## config.mk

```make
export PLATFORM = sky130hd
export DESIGN_NAME = hfclk_seq_flat
export DESIGN_NICKNAME = d
export VERILOG_FILES = /design/src/rtl/hfclk_seq_if.sv /design/src/rtl/hfclk_seq.sv /design/src/flat_wrapper.sv
export SDC_FILE = /design/constraint.sdc
export NUM_CORES = 1
export LEC_CHECK = 0
export CORE_MARGIN = 1.5
export CORE_UTILIZATION = 45
export DETAILED_ROUTE_END_ITERATION = 10
export HOLD_SLACK_MARGIN = 0.06
export PLACE_DENSITY = 0.67
export REMOVE_ABC_BUFFERS = 1
export SLEW_MARGIN = 40
export SYNTH_ARGS = -nofsm -noshare
export SYNTH_HDL_FRONTEND = slang
export SYNTH_SLANG_ARGS = --single-unit
export TNS_END_PERCENT = 20
```

## constraint.sdc

```tcl
create_clock -name clk -period 2.1 [get_ports clk]
set_input_delay 0.63 -clock clk [delete_from_list [all_inputs] [get_ports clk]]
set_output_delay 0.63 -clock clk [all_outputs]
set_load 0.02 [all_outputs]
```

## src/rtl/hfclk_seq_if.sv

```systemverilog
// hfclk_seq_if -- request/status bundle between the PMU side and hfclk_seq.
//   clkhf_powerup_req, clkhf_enable_req : PMU requests (req = both high)
//   hf_ready_async                      : HFOSC ready flag, asynchronous
//   fault_clr                           : one-cycle pulse clearing seq_fault
//   hfosc_powerup, hfosc_enable         : HFOSC CLKHFPU / CLKHFEN controls
//   clk_sel                             : 1 = core on HF clock
//   seq_busy, seq_fault, state_dbg      : status and debug
// The master modport drives the requests; the slave modport is the sequencer.
interface hfclk_seq_if;
    logic       clkhf_powerup_req;
    logic       clkhf_enable_req;
    logic       hf_ready_async;
    logic       fault_clr;
    logic       hfosc_powerup;
    logic       hfosc_enable;
    logic       clk_sel;
    logic       seq_busy;
    logic       seq_fault;
    logic [2:0] state_dbg;

    modport master (
        output clkhf_powerup_req, clkhf_enable_req, hf_ready_async, fault_clr,
        input  hfosc_powerup, hfosc_enable, clk_sel, seq_busy, seq_fault, state_dbg
    );

    modport slave (
        input  clkhf_powerup_req, clkhf_enable_req, hf_ready_async, fault_clr,
        output hfosc_powerup, hfosc_enable, clk_sel, seq_busy, seq_fault, state_dbg
    );
endinterface

```

## src/rtl/hfclk_seq.sv

```systemverilog
// hfclk_seq -- HFOSC power-up and core clock switchover sequencer.
// Runs on the always-on slow clock. Powers the HFOSC up, waits for its ready
// flag, holds a settle window, then selects the fast clock. On request drop or
// ready loss it returns to the slow clock and waits a guard window before
// powering the oscillator down.
// Ports:
//   clk    : always-on slow clock, all state on posedge
//   reset  : asynchronous, active-high; clears all state and outputs
//   bus    : hfclk_seq_if.slave (requests in, HFOSC controls/status out)
module hfclk_seq #(
    parameter int SETTLE_CYCLES  = 16,
    parameter int TIMEOUT_CYCLES = 255,
    parameter int GUARD_CYCLES   = 4,
    parameter int CNT_W          = 8
) (
    input  logic        clk,
    input  logic        reset,
    hfclk_seq_if.slave  bus
);

    localparam logic [2:0] ST_OFF    = 3'd0;
    localparam logic [2:0] ST_WAKE   = 3'd1;
    localparam logic [2:0] ST_SETTLE = 3'd2;
    localparam logic [2:0] ST_RUN    = 3'd3;
    localparam logic [2:0] ST_DRAIN  = 3'd4;

    localparam logic [CNT_W-1:0] CNT_MAX     = {CNT_W{1'b1}};
    localparam logic [CNT_W-1:0] TIMEOUT_END = CNT_W'(TIMEOUT_CYCLES - 1);
    localparam logic [CNT_W-1:0] SETTLE_END  = CNT_W'(SETTLE_CYCLES - 1);
    localparam logic [CNT_W-1:0] GUARD_END   = CNT_W'(GUARD_CYCLES - 1);

    logic [1:0]       sync_q;
    logic             rdy_s;
    logic             req;
    logic [2:0]       state_q, state_d;
    logic [CNT_W-1:0] cnt_q, cnt_d, cnt_inc;
    logic             armed_q, armed_d;
    logic             fault_set;
    logic             fault_q, fault_d;
    logic             pu_q, en_q, sel_q, busy_q;

    // Enable without powerup (or the reverse) is treated as no request.
    assign req     = bus.clkhf_powerup_req & bus.clkhf_enable_req;
    assign rdy_s   = sync_q[1];
    // Saturating increment: the counter never wraps.
    assign cnt_inc = (cnt_q == CNT_MAX) ? cnt_q : cnt_q + 1'b1;

    always_comb begin
        state_d   = state_q;
        cnt_d     = cnt_q;
        armed_d   = armed_q;
        fault_set = 1'b0;
        case (state_q)
            ST_OFF: begin
                if (!req) begin
                    armed_d = 1'b1;
                end else if (armed_q) begin
                    state_d = ST_WAKE;
                    cnt_d   = '0;
                end
            end
            ST_WAKE: begin
                cnt_d = cnt_inc;
                if (!req) begin
                    state_d = ST_OFF;
                end else if (rdy_s) begin
                    state_d = ST_SETTLE;
                    cnt_d   = '0;
                end else if (cnt_q == TIMEOUT_END) begin
                    // Disarm so a stuck oscillator is not retried until req drops.
                    state_d   = ST_OFF;
                    fault_set = 1'b1;
                    armed_d   = 1'b0;
                end
            end
            ST_SETTLE: begin
                cnt_d = cnt_inc;
                if (!req) begin
                    state_d = ST_OFF;
                end else if (!rdy_s) begin
                    state_d = ST_WAKE;
                    cnt_d   = '0;
                end else if (cnt_q == SETTLE_END) begin
                    state_d = ST_RUN;
                end
            end
            ST_RUN: begin
                // Request drop and ready loss share one DRAIN entry.
                if (!req || !rdy_s) begin
                    state_d   = ST_DRAIN;
                    cnt_d     = '0;
                    fault_set = !rdy_s;
                end
            end
            ST_DRAIN: begin
                // Guard window always completes; request changes are ignored.
                cnt_d = cnt_inc;
                if (cnt_q == GUARD_END) begin
                    state_d = ST_OFF;
                end
            end
            default: begin
                state_d = ST_OFF;
            end
        endcase
    end

    // A new fault wins over a clear in the same cycle.
    assign fault_d = fault_set | (fault_q & ~bus.fault_clr);

    always_ff @(posedge clk or posedge reset) begin
        if (reset) begin
            sync_q  <= 2'b00;
            state_q <= ST_OFF;
            cnt_q   <= '0;
            armed_q <= 1'b1;
            fault_q <= 1'b0;
            pu_q    <= 1'b0;
            en_q    <= 1'b0;
            sel_q   <= 1'b0;
            busy_q  <= 1'b0;
        end else begin
            sync_q  <= {sync_q[0], bus.hf_ready_async};
            state_q <= state_d;
            cnt_q   <= cnt_d;
            armed_q <= armed_d;
            fault_q <= fault_d;
            // Outputs decode the next state so they move on the same edge.
            pu_q    <= (state_d != ST_OFF);
            en_q    <= (state_d == ST_SETTLE) || (state_d == ST_RUN) || (state_d == ST_DRAIN);
            sel_q   <= (state_d == ST_RUN);
            busy_q  <= (state_d == ST_WAKE) || (state_d == ST_SETTLE) || (state_d == ST_DRAIN);
        end
    end

    assign bus.hfosc_powerup = pu_q;
    assign bus.hfosc_enable  = en_q;
    assign bus.clk_sel       = sel_q;
    assign bus.seq_busy      = busy_q;
    assign bus.seq_fault     = fault_q;
    assign bus.state_dbg     = state_q;

endmodule

```

## src/flat_wrapper.sv

```systemverilog
// flat-port wrapper written by rule: the top's interface ports become plain ports
module hfclk_seq_flat 
#(
    parameter int SETTLE_CYCLES  = 16,
    parameter int TIMEOUT_CYCLES = 255,
    parameter int GUARD_CYCLES   = 4,
    parameter int CNT_W          = 8
)
  (clk, reset, bus_clkhf_powerup_req, bus_clkhf_enable_req, bus_hf_ready_async, bus_fault_clr, bus_hfosc_powerup, bus_hfosc_enable, bus_clk_sel, bus_seq_busy, bus_seq_fault, bus_state_dbg);
  hfclk_seq_if bus_i ();
  input  logic clk;
  input  logic reset;
  input wire logic [$bits(bus_i.clkhf_powerup_req)-1:0] bus_clkhf_powerup_req;
  input wire logic [$bits(bus_i.clkhf_enable_req)-1:0] bus_clkhf_enable_req;
  input wire logic [$bits(bus_i.hf_ready_async)-1:0] bus_hf_ready_async;
  input wire logic [$bits(bus_i.fault_clr)-1:0] bus_fault_clr;
  output wire logic [$bits(bus_i.hfosc_powerup)-1:0] bus_hfosc_powerup;
  output wire logic [$bits(bus_i.hfosc_enable)-1:0] bus_hfosc_enable;
  output wire logic [$bits(bus_i.clk_sel)-1:0] bus_clk_sel;
  output wire logic [$bits(bus_i.seq_busy)-1:0] bus_seq_busy;
  output wire logic [$bits(bus_i.seq_fault)-1:0] bus_seq_fault;
  output wire logic [$bits(bus_i.state_dbg)-1:0] bus_state_dbg;
  assign bus_i.clkhf_powerup_req = bus_clkhf_powerup_req;
  assign bus_i.clkhf_enable_req = bus_clkhf_enable_req;
  assign bus_i.hf_ready_async = bus_hf_ready_async;
  assign bus_i.fault_clr = bus_fault_clr;
  assign bus_hfosc_powerup = bus_i.hfosc_powerup;
  assign bus_hfosc_enable = bus_i.hfosc_enable;
  assign bus_clk_sel = bus_i.clk_sel;
  assign bus_seq_busy = bus_i.seq_busy;
  assign bus_seq_fault = bus_i.seq_fault;
  assign bus_state_dbg = bus_i.state_dbg;
  hfclk_seq #(.SETTLE_CYCLES(SETTLE_CYCLES), .TIMEOUT_CYCLES(TIMEOUT_CYCLES), .GUARD_CYCLES(GUARD_CYCLES), .CNT_W(CNT_W)) u_core (.clk(clk), .reset(reset), .bus(bus_i));
endmodule
```

Word-level counts from Yosys, hierarchy flattened
Index checks and enable logic that the tools add are counted.
{ "totals": {"inputBits": 6, "romBits": 0, "regBits": 19, "mem_count": 0, "ram_bits": 0, "latchBits": 0} }
{ "classes": {"div_mod_pow": 0, "bitwise_logic": 4, "n_reduce_logical": 13, "addsub": 1, "n_mul": 0, "muxes": 30, "n_lt_le_gt_ge": 0, "n_shift": 0, "n_eq_ne": 19} }
{ "ops": {"columns": ["operator", "n"], "rows": [
  ["8-bit 2-to-1 mux", 8],
  ["8-bit one-hot mux with 5 select lines", 1],
  ["3-bit 2-to-1 mux", 10],
  ["8-bit equality test, second input constant", 2],
  ["3-bit one-hot mux with 5 select lines", 1],
  ["3-bit by 2-bit equality test with 1-bit output, second input constant", 4],
  ["2-bit by 1-bit inequality test with 1-bit output, second input constant", 5],
  ["8-bit by 1-bit adder with 8-bit output, second input constant", 1],
  ["8-bit by 2-bit equality test with 1-bit output, second input constant", 1],
  ["8-bit by 4-bit equality test with 1-bit output, second input constant", 1],
  ["1-bit 2-to-1 mux", 8],
  ["3-bit by 1-bit equality test with 1-bit output, second input constant", 2],
  ["3-bit equality test, second input constant", 2],
  ["1-bit logical OR", 5],
  ["5-bit AND reduction", 1],
  ["5-bit nonzero test", 1],
  ["2-bit inequality test, second input constant", 2],
  ["1-bit one-hot mux with 2 select lines", 2],
  ["4-bit AND reduction", 1],
  ["3-bit logical NOT", 1],
  ["3-bit nonzero test", 1],
  ["1-bit bitwise AND", 2],
  ["1-bit logical NOT", 2],
  ["2-bit nonzero test", 1],
  ["2 further kinds", 2]
]} }

Logic depth before layout (Yosys ltp)
{ "logic_depth": {"depth_word": 8, "depth_mapped": 6, "depth_no_buf": 6} }

Worst setup path after synthesis
Ideal clock, no wire load.
{ "synth_timing": {"path_kind": "register to register", "from": "register u_core.state_q[1], in the netlist u_core.bus.state_dbg[1]", "to": "register u_core.cnt_q[1]", "setup_ns": 0.126, "arrival_time_ns": 1.525, "synth_period_minus_slack_ns": 1.651, "n_path_buf": 2, "stages_incl_launch_ff": 7, "slack_ns": 0.449, "path_cell_list": "dfrtp_1 -> buf_4 -> nor3_2 -> and2_1 -> or2_0 -> clkbuf_2 -> a221o_1"} }
{ "synth_between": {"elab_chain_cells": 3, "elab_cells_between_ends": 11} }
{ "synth_lines": {"columns": ["item", "line", "rtl"], "rows": [
  ["from (decl)", "hfclk_seq.sv:35", "logic [2:0] state_q, state_d;"],
  ["from (signal assigned)", "hfclk_seq.sv:124", "state_q <= state_d;"],
  ["3-bit by 1-bit equality test with 1-bit output, or another cell as far along", "hfclk_seq.sv:53", "case (state_q)"],
  ["5-bit nonzero test (no source line) / 2-bit by 1-bit inequality test with 1-bit output (equally long branches)", null, null],
  ["4-bit AND reduction (no source line)", null, null],
  ["to (signal assigned)", "hfclk_seq.sv:125", "cnt_q <= cnt_d;"],
  ["to (decl)", "hfclk_seq.sv:36", "logic [CNT_W-1:0] cnt_q, cnt_d, cnt_inc;"]
]} }
Several ways; a longest one is shown, not always the timed one.
A chain may end at the register's enable or synchronous reset.

Final worst setup path
{ "layout_timing": {"from": "register u_core.state_q[2], in the netlist u_core.bus.state_dbg[2]", "to": "output bus_state_dbg[2]"} }
{ "layout_lines": {"columns": ["item", "line", "rtl"], "rows": [
  ["to (decl)", "flat_wrapper.sv:22", "output wire logic [$bits(bus_i.state_dbg)-1:0] bus_state_dbg;"]
]} }
No word-level cell between the ends.

==> run metrics <==
Final ANT Viol Nets=0; Core ar.=2300 um2; Cell Chain, Critical Path=clkdlybuf4s50_1; top post-synthesis cells by area=dfrtp_1, nand3_1, o22a_1, nand2_1, a21oi_1; Mapped Cells=114; port bufs=13; post-synth top area share=0.400; FF+latch count, synth=19; Final Skew=3.20 ps; Worst Path Arrival=1400 ps; Horiz. Die Dim=53.0 um; asr flop ratio synth=1.00; setup TNS=0 ps; Worst-Skew Late Latency=300 ps; pre-CTS setup slack=-186 ps; CP peak stage delay=630 ps; TritonRoute pass-1 iters=4; CP Capture Type=output pin; area of the multi-input gates=573 um2; Synth Warn #=0; via count=973; Reg clk slew, reported paths=100 ps; wire per inst=14.4 um; GRT Residual Overflow=0; Final Hold Slack=382 ps; fin crit period=2030 ps; Worst VDD drop=0.548 mV; share of layout cells above drive strength 1=0.158; Post-synth top flop=dfrtp_1; fmax=492 MHz; CP Launch Type=flip-flop; CP top delay family=buffers and inverters; IO Count=14; CTS max path bufs=2; Nets=142; pin count of the biggest net entering global routing=20; CTS tree=built; Avg Inst Size Synth=9.88 um2; CTS sink cnt=19; post-CTS setup buffers=0; die area=2810 um2; CTS root buffer=clkbuf_4; Hold Violations, Final=0; crit path max-delay cell type=clkdlybuf4s50_1; Setup CP Type=flip-flop to output pin; GPL Wtd Cong=0.829; Reg area=478 um2; vias in the first global route=884; RSZ-0062 raised after global routing=no; register area share after synthesis=0.423; PD cells=626 nW/um2; Via-to-Cell Ratio=6.04; DRC viols=0; setup ws final=68.6 ps; library cells used by synthesis=45; fin. max-slew vios=0; overall routed net length=2.33 mm; Inserted Diodes=0; number of antenna violations at the first check in global routing=0; CP Max Fanout=10; Initial Util=0.490; Mapped Area=1130 um2; fin crit share=0.967; EDFF count, synth=0; Global Route Usage Sum=0.194; row count=17; Lkg Pwr=0.634 nW; Tightest Pin Transition=365 ps; buffers and inverters on the worst path=1; DRT iter0 DRCs=28; first-pass GRT wire length=3.93 mm; leading area contributor after synthesis=dfrtp_1; MaxCap Viol Count=0; Die Span Y=53.0 um; Setup Viol. Count Final=0; HPWL after DPL=1.75 mm; HP Class=flip-flop to flip-flop; status=complete, no violations; Worst Path Required=1470 ps; Slew HR=0.757; CTS H-tree lvls=1; Area Growth Syn to Fin=18.6%; # fillers=200; TritonCTS Buffers=3
[placed cells by master (no fill, tap or decap), types with 2 or more instances in the layout]
cell	synthesis	final
o21ai_0	4	4
nand2_1	9	9
nand2b_1	3	3
o21ai_1	2	2
nand3_1	7	7
or3b_1	2	2
nor2_1	3	3
a221o_1	3	3
nor3_2	3	3
and3_1	3	3
o31ai_1	2	2
clkdlybuf4s50_1	0	12
o22a_1	4	4
inv_1	8	8
dfrtp_1	18	17
ha_1	2	2
buf_4	2	8
a32oi_1	3	3
or3_1	2	2
a21oi_1	6	6
or4_1	2	2
clkbuf_4	0	3
[timing repair]
item,in CTS,in global routing
setup endpoints to repair,1,1
resized for setup,1,1
hold buffers,0,0
[power by group]
part | internal (mW) | total (mW) | switching, mW
clock | 0.0741 | 0.182 | 0.108
sequential | 0.401 | 0.440 | 0.0395
combinational | 0.104 | 0.213 | 0.109
[path summary, 6_finish.rpt]
check	startpoint	to	slack, ps	depth (start not counted)
setup / recovery	u_core.bus.state_dbg[2]$_DFF_PP0_	bus_state_dbg[2]	70	1
hold / removal	u_core.sync_q[0]$_DFF_PP0_	u_core.sync_q[1]$_DFF_PP0_	380	0
setup reg to reg	u_core.cnt_q[5]$_DFFE_PP0P_	u_core.bus.seq_busy$_DFF_PP0_	420	4
hold reg to reg	u_core.sync_q[0]$_DFF_PP0_	u_core.sync_q[1]$_DFF_PP0_	380	0
max in group asynchronous	reset	u_core.armed_q$_DFFE_PP1P_	1200	3
min in group asynchronous	reset	u_core.bus.state_dbg[1]$_DFF_PP0_	650	3
[routing by layer]
layer	part of all wire	GRT usage	vias to the layer above
met4	0.0060	0.0385	0
met3	0.058	0.0508	3
met5	0	0	-
met2	0.49	0.327	26
li1	-	-	468
met1	0.45	0.251	476
[cell usage after synthesis (all sizes together), types with 4 or more instances]
| library cell | instances |
|---|---|
| o22a | 4 |
| buf | 4 |
| o21ai | 6 |
| nand3 | 7 |
| inv | 8 |
| nand2 | 9 |
| a21oi | 6 |
| dfrtp | 18 |
[stage by stage]
step | utilization | std cells | instance area, um2 | total power [mW]
floorplan | - | 108 | 1080 | 0.575
detailed placement | 0.568 | 157 | 1310 | 0.661
CTS | 0.580 | 161 | 1330 | 0.847
global placement | 0.568 | 157 | 1310 | 0.657
global route | 0.581 | 161 | 1340 | 0.892
finish | 0.581 | 161 | 1340 | 0.835
[layout make-up]
type / count / share of cell area
Clock buffer: 4 / 0.0197
Inverter: 8 / 0.0225
Multi-Input combinational cell: 81 / 0.429
Sequential cell: 19 / 0.358
Tap cell: 28 / 0.0262
Timing Repair Buffer: 21 / 0.144
[logic make-up (layout without fill, tap and decap cells)]
group,count (synthesis),count (layout),share of synthesized area
AO/OA/AOI/OAI,36,36,0.251
adder cells (fa/ha/maj),2,2,0.0222
buffers and inverters,14,33,0.0678
flip-flops,19,19,0.423
multiplexers,1,1,0.00889
AND/OR/NAND/NOR,42,42,0.227
[registers in the layout, indices dropped and copies added, names as in the netlist]
name	count
u_core.cnt_q	8
u_core.bus.seq_fault	1
u_core.bus.hfosc_powerup	1
u_core.armed_q	1
u_core.bus.state_dbg	3
u_core.bus.hfosc_enable	1
u_core.bus.clk_sel	1
u_core.bus.seq_busy	1
u_core.sync_q	2
No activity file was read; power rests on OpenSTA's default activity.
